**src/rtl/evm_pkg.sv**
```systemverilog
// Shared types and helpers for the multi-button vote qualifier.
// State encoding is fixed so the values stay stable for anything that observes the FSM.
package evm_pkg;

    typedef enum logic [1:0] {
        ARMED        = 2'd0,
        LOCKOUT      = 2'd1,
        WAIT_RELEASE = 2'd2
    } state_e;

    // Index of the highest set bit; callers pass a one-hot vector zero-extended to 32 bits.
    function automatic logic [4:0] onehot_to_index(input logic [31:0] oh);
        logic [4:0] idx;
        idx = '0;
        for (int i = 0; i < 32; i++) begin
            if (oh[i]) idx = 5'(i);
        end
        return idx;
    endfunction

    function automatic logic [5:0] popcount(input logic [31:0] v);
        logic [5:0] cnt;
        cnt = '0;
        for (int i = 0; i < 32; i++) begin
            cnt = cnt + 6'(v[i]);
        end
        return cnt;
    endfunction

endpackage

```
**src/rtl/btn_channel_filter.sv**
```systemverilog
// One button channel: input synchroniser, polarity fix and saturating hold-time counter.
// qualified stays high while the press has been held HOLD_CYCLES samples and clear is low.
import evm_pkg::*;

module btn_channel_filter #(
    parameter int unsigned HOLD_CYCLES = 50000,
    parameter int unsigned SYNC_STAGES = 2,
    parameter bit          ACTIVE_LOW  = 1'b1
) (
    input  logic clock,
    input  logic reset,
    input  logic button,
    input  logic clear,
    output logic act,
    output logic qualified
);

    localparam int unsigned CW = $clog2(HOLD_CYCLES + 1);
    localparam logic [CW-1:0] HOLD = CW'(HOLD_CYCLES);

    logic [SYNC_STAGES-1:0] r_sync;
    logic [CW-1:0]          r_cnt;
    logic                   w_act;

    assign w_act = r_sync[SYNC_STAGES-1] ^ ACTIVE_LOW;

    always_ff @(posedge clock) begin
        if (reset) begin
            r_sync <= '0;
        end else begin
            r_sync <= {r_sync[SYNC_STAGES-2:0], button};
        end
    end

    // Any inactive sample restarts the hold window, which is what rejects contact bounce.
    always_ff @(posedge clock) begin
        if (reset) begin
            r_cnt <= '0;
        end else if (!w_act || clear) begin
            r_cnt <= '0;
        end else if (r_cnt < HOLD) begin
            r_cnt <= r_cnt + 1'b1;
        end
    end

    assign act       = w_act;
    assign qualified = (r_cnt == HOLD);

endmodule

```
**src/rtl/vote_button_array.sv**
```systemverilog
// N-button vote qualifier: per-channel filters feed one arbiter that issues at most one vote
// per press, then locks out and requires every button released before re-arming.
import evm_pkg::*;

module vote_button_array #(
    parameter int unsigned N_CH           = 4,
    parameter int unsigned HOLD_CYCLES    = 50000,
    parameter int unsigned LOCKOUT_CYCLES = 100000,
    parameter int unsigned RELEASE_CYCLES = 50000,
    parameter int unsigned SYNC_STAGES    = 2,
    parameter bit          ACTIVE_LOW     = 1'b1
) (
    input  logic                    clock,
    input  logic                    reset,
    input  logic [N_CH-1:0]         button,
    input  logic                    enable,
    output logic [N_CH-1:0]         valid_vote,
    output logic [$clog2(N_CH)-1:0] vote_index,
    output logic                    conflict,
    output logic                    busy
);

    localparam int unsigned IW   = $clog2(N_CH);
    localparam int unsigned TMAX = (LOCKOUT_CYCLES > RELEASE_CYCLES) ? LOCKOUT_CYCLES
                                                                     : RELEASE_CYCLES;
    localparam int unsigned TW   = $clog2(TMAX + 1);
    localparam logic [TW-1:0] LOCK_LOAD = TW'(LOCKOUT_CYCLES - 1);
    localparam logic [TW-1:0] REL_LAST  = TW'(RELEASE_CYCLES - 1);

    logic [N_CH-1:0] w_act;
    logic [N_CH-1:0] w_qual;
    logic            w_clear;
    logic [5:0]      w_pop;

    state_e          r_state;
    logic [TW-1:0]   r_timer;
    logic [N_CH-1:0] r_valid;
    logic [IW-1:0]   r_index;
    logic            r_conflict;

    assign w_clear = (r_state != ARMED) || !enable;
    assign w_pop   = popcount(32'(w_act));

    for (genvar g = 0; g < N_CH; g++) begin : g_ch
        btn_channel_filter #(
            .HOLD_CYCLES (HOLD_CYCLES),
            .SYNC_STAGES (SYNC_STAGES),
            .ACTIVE_LOW  (ACTIVE_LOW)
        ) u_filter (
            .clock     (clock),
            .reset     (reset),
            .button    (button[g]),
            .clear     (w_clear),
            .act       (w_act[g]),
            .qualified (w_qual[g])
        );
    end

    always_ff @(posedge clock) begin
        if (reset) begin
            r_state    <= WAIT_RELEASE;
            r_timer    <= '0;
            r_valid    <= '0;
            r_index    <= '0;
            r_conflict <= 1'b0;
        end else begin
            r_valid    <= '0;
            r_index    <= '0;
            r_conflict <= 1'b0;
            case (r_state)
                ARMED: begin
                    if (|w_qual) begin
                        if (w_pop == 6'd1) begin
                            r_valid <= w_qual;
                            r_index <= IW'(onehot_to_index(32'(w_qual)));
                            r_state <= LOCKOUT;
                            r_timer <= LOCK_LOAD;
                        end else begin
                            r_conflict <= 1'b1;
                            r_state    <= WAIT_RELEASE;
                            r_timer    <= '0;
                        end
                    end
                end
                LOCKOUT: begin
                    if (r_timer == '0) begin
                        r_state <= WAIT_RELEASE;
                    end else begin
                        r_timer <= r_timer - 1'b1;
                    end
                end
                WAIT_RELEASE: begin
                    // Counts only unbroken all-released cycles, so a held button never re-votes.
                    if (|w_act) begin
                        r_timer <= '0;
                    end else if (r_timer == REL_LAST) begin
                        r_state <= ARMED;
                        r_timer <= '0;
                    end else begin
                        r_timer <= r_timer + 1'b1;
                    end
                end
                default: begin
                    r_state <= WAIT_RELEASE;
                    r_timer <= '0;
                end
            endcase
        end
    end

    assign valid_vote = r_valid;
    assign vote_index = r_index;
    assign conflict   = r_conflict;
    assign busy       = (r_state != ARMED);

endmodule

```
**config.mk**
```make
export PLATFORM = sky130hd
export DESIGN_NAME = vote_button_array
export DESIGN_NICKNAME = d
export VERILOG_FILES = /design/src/rtl/evm_pkg.sv /design/src/rtl/btn_channel_filter.sv /design/src/rtl/vote_button_array.sv
export SDC_FILE = /design/constraint.sdc
export NUM_CORES = 1
export LEC_CHECK = 0
export ABC_AREA = 1
export ABC_CLOCK_PERIOD_IN_PS = 2100
export CAP_MARGIN = 20
export CORE_UTILIZATION = 55
export DETAILED_ROUTE_END_ITERATION = 7
export PLACE_DENSITY_LB_ADDON = 0.15
export SKIP_LAST_GASP = 1
export SLEW_MARGIN = 20
export SYNTH_ARGS = -nofsm -noshare
export SYNTH_HDL_FRONTEND = slang
export SYNTH_SLANG_ARGS = --single-unit
```
**constraint.sdc**
```tcl
create_clock -name clock -period 2.1 [get_ports clock]
set_input_delay 0.21 -clock clock [delete_from_list [all_inputs] [get_ports clock]]
set_output_delay 0.21 -clock clock [all_outputs]
set_load 0.01 [all_outputs]
```
==> flow_summary.toml <==
[detailed_routing]
first_pass_iters = 7
drc = 0
routed-wl-met3_um = 839
drt_iter0_drc = 313
vias_per_cell = 5.342
detail-route-antenna-nets = 0
dr_wl_met2_um = 6168
top_layer = "met4"
routed_wl_um = 12980
wl_met1_um = 5730
vias = 5481
wl_per_cell_um = 12.65

[synth]
synthDistinctLibCells = 45
synth_edf_count = 0
ys_seq_area_share_pct = 35.27
ys_ff_latch = 98
ys_top_cells_by_count = "203 x nand2_1, 115 x inv_1, 112 x nor2_1"
yosysMostFrequentCell = "nand2_1"
synth_top_area_cell = "dfxtp_1"
avgSynthCellArea_sq_um = 6.438
syn_area_sq_um = 5563
synth_cells = 864
synth_fp_nets = 885
synthFlopType = "dfxtp_1"
yosysTopAreaCellShare_pct = 35.27
synth_warnings = 0
synth_area_leaders = "dfxtp_1 35%, nand2_1 14%, inv_1 7.8%"
async_flop_share_pct = 0

[pwr]
peakVddDrop_v = 0.0004114
seqPwrFrac_pct = 60.1
p_int_mw = 2.426
power_density_nw_per_um2 = 501.9
combPwrFrac_pct = 2.2
clkPwrFrac_pct = 37.6
switching_share_pct = 21.83
power.leakage_nw = 2.532
p_sw_uw = 677.6
fin_total_pwr_mw = 3.104

[clock_network]
clock_latency_ns = 0.36
clockBufferDepth = 2
cts_tree = "yes"
cts.sink_count = 98
cts_buffers = 9
cts_hold_buf = 0
htreeDepth = 3
clkTransAtPathRegs_ns = 0.09
cts-root-buf = "clkbuf_8"

[floorplanning]
rows = 36
die_height_um = 102.6
io_pins = 15
dieWidth_um = 102.6
initial_core_util_pct = 56.91
core_region_area_sq_um = 9774
die_area_sq_um = 10520

[global_routing]
antenna_found_initial = 0
grt_pass1_vias = 4877
grt_overflow = 0
grt_util_all_layers_pct = 26.20
grt_max_degree = 29
grt_pass1_wl_um = 21700

[sta]
slew_headroom_pct = 67.18
rsz0062_at_grt = "true"
period_share_pct = 103.8
hold_viol = 0
fmax_ghz = 0.4586
setup_ws_ns = -0.08063
finalClockSkew_ns = 0.006043
fin_crit_ns = 2.181
maxSlewViolCount = 0
finalSetupViolations = 14
worstMarginPinSlew_ns = 0.4885

[setup_path]
crit_buf_inv = 2
timing.rr.start = "g_ch[1].u_filter.r_sync[1]$_SDFF_PP0_"
crit_path_top_delay_cell = "fa_1"
r2r_slack_ns = -0.08
path_depth = 11
cp_top_family = "adder cells"
endpoint_kind = "flop"
path_cells = "fa_1, inv_1, ha_2, ha_4, nor3b_4, nand2_4, inv_4, nor2_2, o21ai_1, nand2_1, a21oi_1"
required_ns = 2.40
arrival_ns = 2.48
crit_start = "g_ch[1].u_filter.r_sync[1]$_SDFF_PP0_"
r2r_end = "r_timer[4]$_SDFFE_PP0P_"
rr_worst_depth = 11
critPathCapture = "r_timer[4]$_SDFFE_PP0P_"
startpoint_type = "flop"
crit_type = "flop to flop"
path_max_fanout = 8
slowest_delay_ns = 0.53

[layout]
design_area_sq_um = 6185
final-seq-area_sq_um = 1964
synthToLayoutAreaGrowth_pct = 11.18
multiInputGateArea_sq_um = 3105
layout-drive-gt1-share_pct = 8.399
final_core_util_pct = 63.27
finalNetCount = 910
diodes = 0
fill_cells = 948

[status]
outcome = "finished with violations"
violations = "negative setup slack"

[place]
gp_congestion = 0.9389
place_area_sq_um = 5902
port_buffers = 14
post-dp-hpwl_um = 9537

[worst_hold_path]
hold_path.class = "primary input to flop"
hold_path_depth = 3

[flow_run]
max_cap_violations = 0
## how the worst min path moves through the flow
stage                                                from                                     to  slack [ns]
finish                                          button[3]  g_ch[3].u_filter.r_sync[0]$_SDFF_PP0_        0.35
global route                                    button[3]  g_ch[3].u_filter.r_sync[0]$_SDFF_PP0_        0.35
CTS                                             button[3]  g_ch[3].u_filter.r_sync[0]$_SDFF_PP0_        0.34
detailed placement  g_ch[0].u_filter.r_sync[0]$_SDFF_PP0_  g_ch[0].u_filter.r_sync[1]$_SDFF_PP0_        0.39
global placement    g_ch[0].u_filter.r_sync[0]$_SDFF_PP0_  g_ch[0].u_filter.r_sync[1]$_SDFF_PP0_        0.39
floorplan                                       button[0]  g_ch[0].u_filter.r_sync[0]$_SDFF_PP0_        0.32
## flip-flops by register name, summed over array words and instances (netlist names)
register              cells
g_ch.u_filter.r_cnt      64
g_ch.u_filter.r_sync      8
r_timer                  17
valid_vote                4
vote_index                2
r_state                   2
conflict                  1
## layout make-up
cell class | instances | share of cell area (%)
clock buffer | 12 | 2.670
multi-input combinational | 623 | 50.21
tap | 133 | 2.691
clock inverter | 3 | 0.3439
sequential | 98 | 31.76
inverter | 124 | 7.566
timing repair buffer | 33 | 4.754
## what timing repair did
action / CTS / global route
gates resized for setup: 3 / 14
gates cloned: 0 / 0
setup buffers: 3 / 1
endpoints found under the setup margin: 11 / 25
pin swaps: 7 / 6
## layout by cell type, fill, tap and decap left out, types with 14 or more instances in the layout
master / n
o21ai_0: 53
clkdlybuf4s50_1: 14
inv_1: 114
nor3_1: 22
nand2_1: 200
nor2_1: 110
o21ai_1: 15
nand3_1: 59
a21oi_1: 71
dfxtp_1: 96
buf_4: 16
nand4_1: 25
## power groups by stage
stage               combinational [mW]  clock [mW]  sequential, mW
floorplan                       0.0293           0            1.91
global placement                0.0532           0            1.91
detailed placement              0.0550           0            1.91
CTS                             0.0640        1.21            1.87
global route                    0.0759        1.29            1.87
finish                          0.0686        1.17            1.87
## stage by stage
step	std cells	hold WS (ns)	worst slack [ns]	setup TNS, ns
detailed placement	1007	0.3912	-0.09955	-0.4324
global placement	1007	0.3895	-0.04325	-0.06209
global route	1026	0.3486	-0.1704	-2.900
finish	1026	0.3462	-0.08063	-0.6415
floorplan	864	0.3170	0.01558	0
CTS	1025	0.3361	-0.07598	-0.3000
## cells by family (layout without fill, tap and decap cells)
group / Yosys count / after routing / synth area share, %
compound gates: 151 / 151 / 14.06
simple gates: 447 / 447 / 35.40
buf+inv: 143 / 172 / 10.26
fa+ha+maj: 14 / 14 / 3.284
flops: 98 / 98 / 35.27
xor+xnor: 11 / 11 / 1.732
## worst register-to-register path, delay by kind of cell, from the launching register on
family	cells	cell delay, ns
buffers and inverters	2	0.15
AOI/OAI and AO/OA	2	0.20
DFF	1	0.34
and+or+nand+nor	4	0.51
adders and majority gates	3	0.92
## metal layers
layer,GRT usage (%),vias up
li1,-,2836
met1,33.73,2471
met2,43.18,156
met3,5.017,18
met4,10.55,0
met5,0,-
Note: power is estimated with default switching activity, not from simulation.
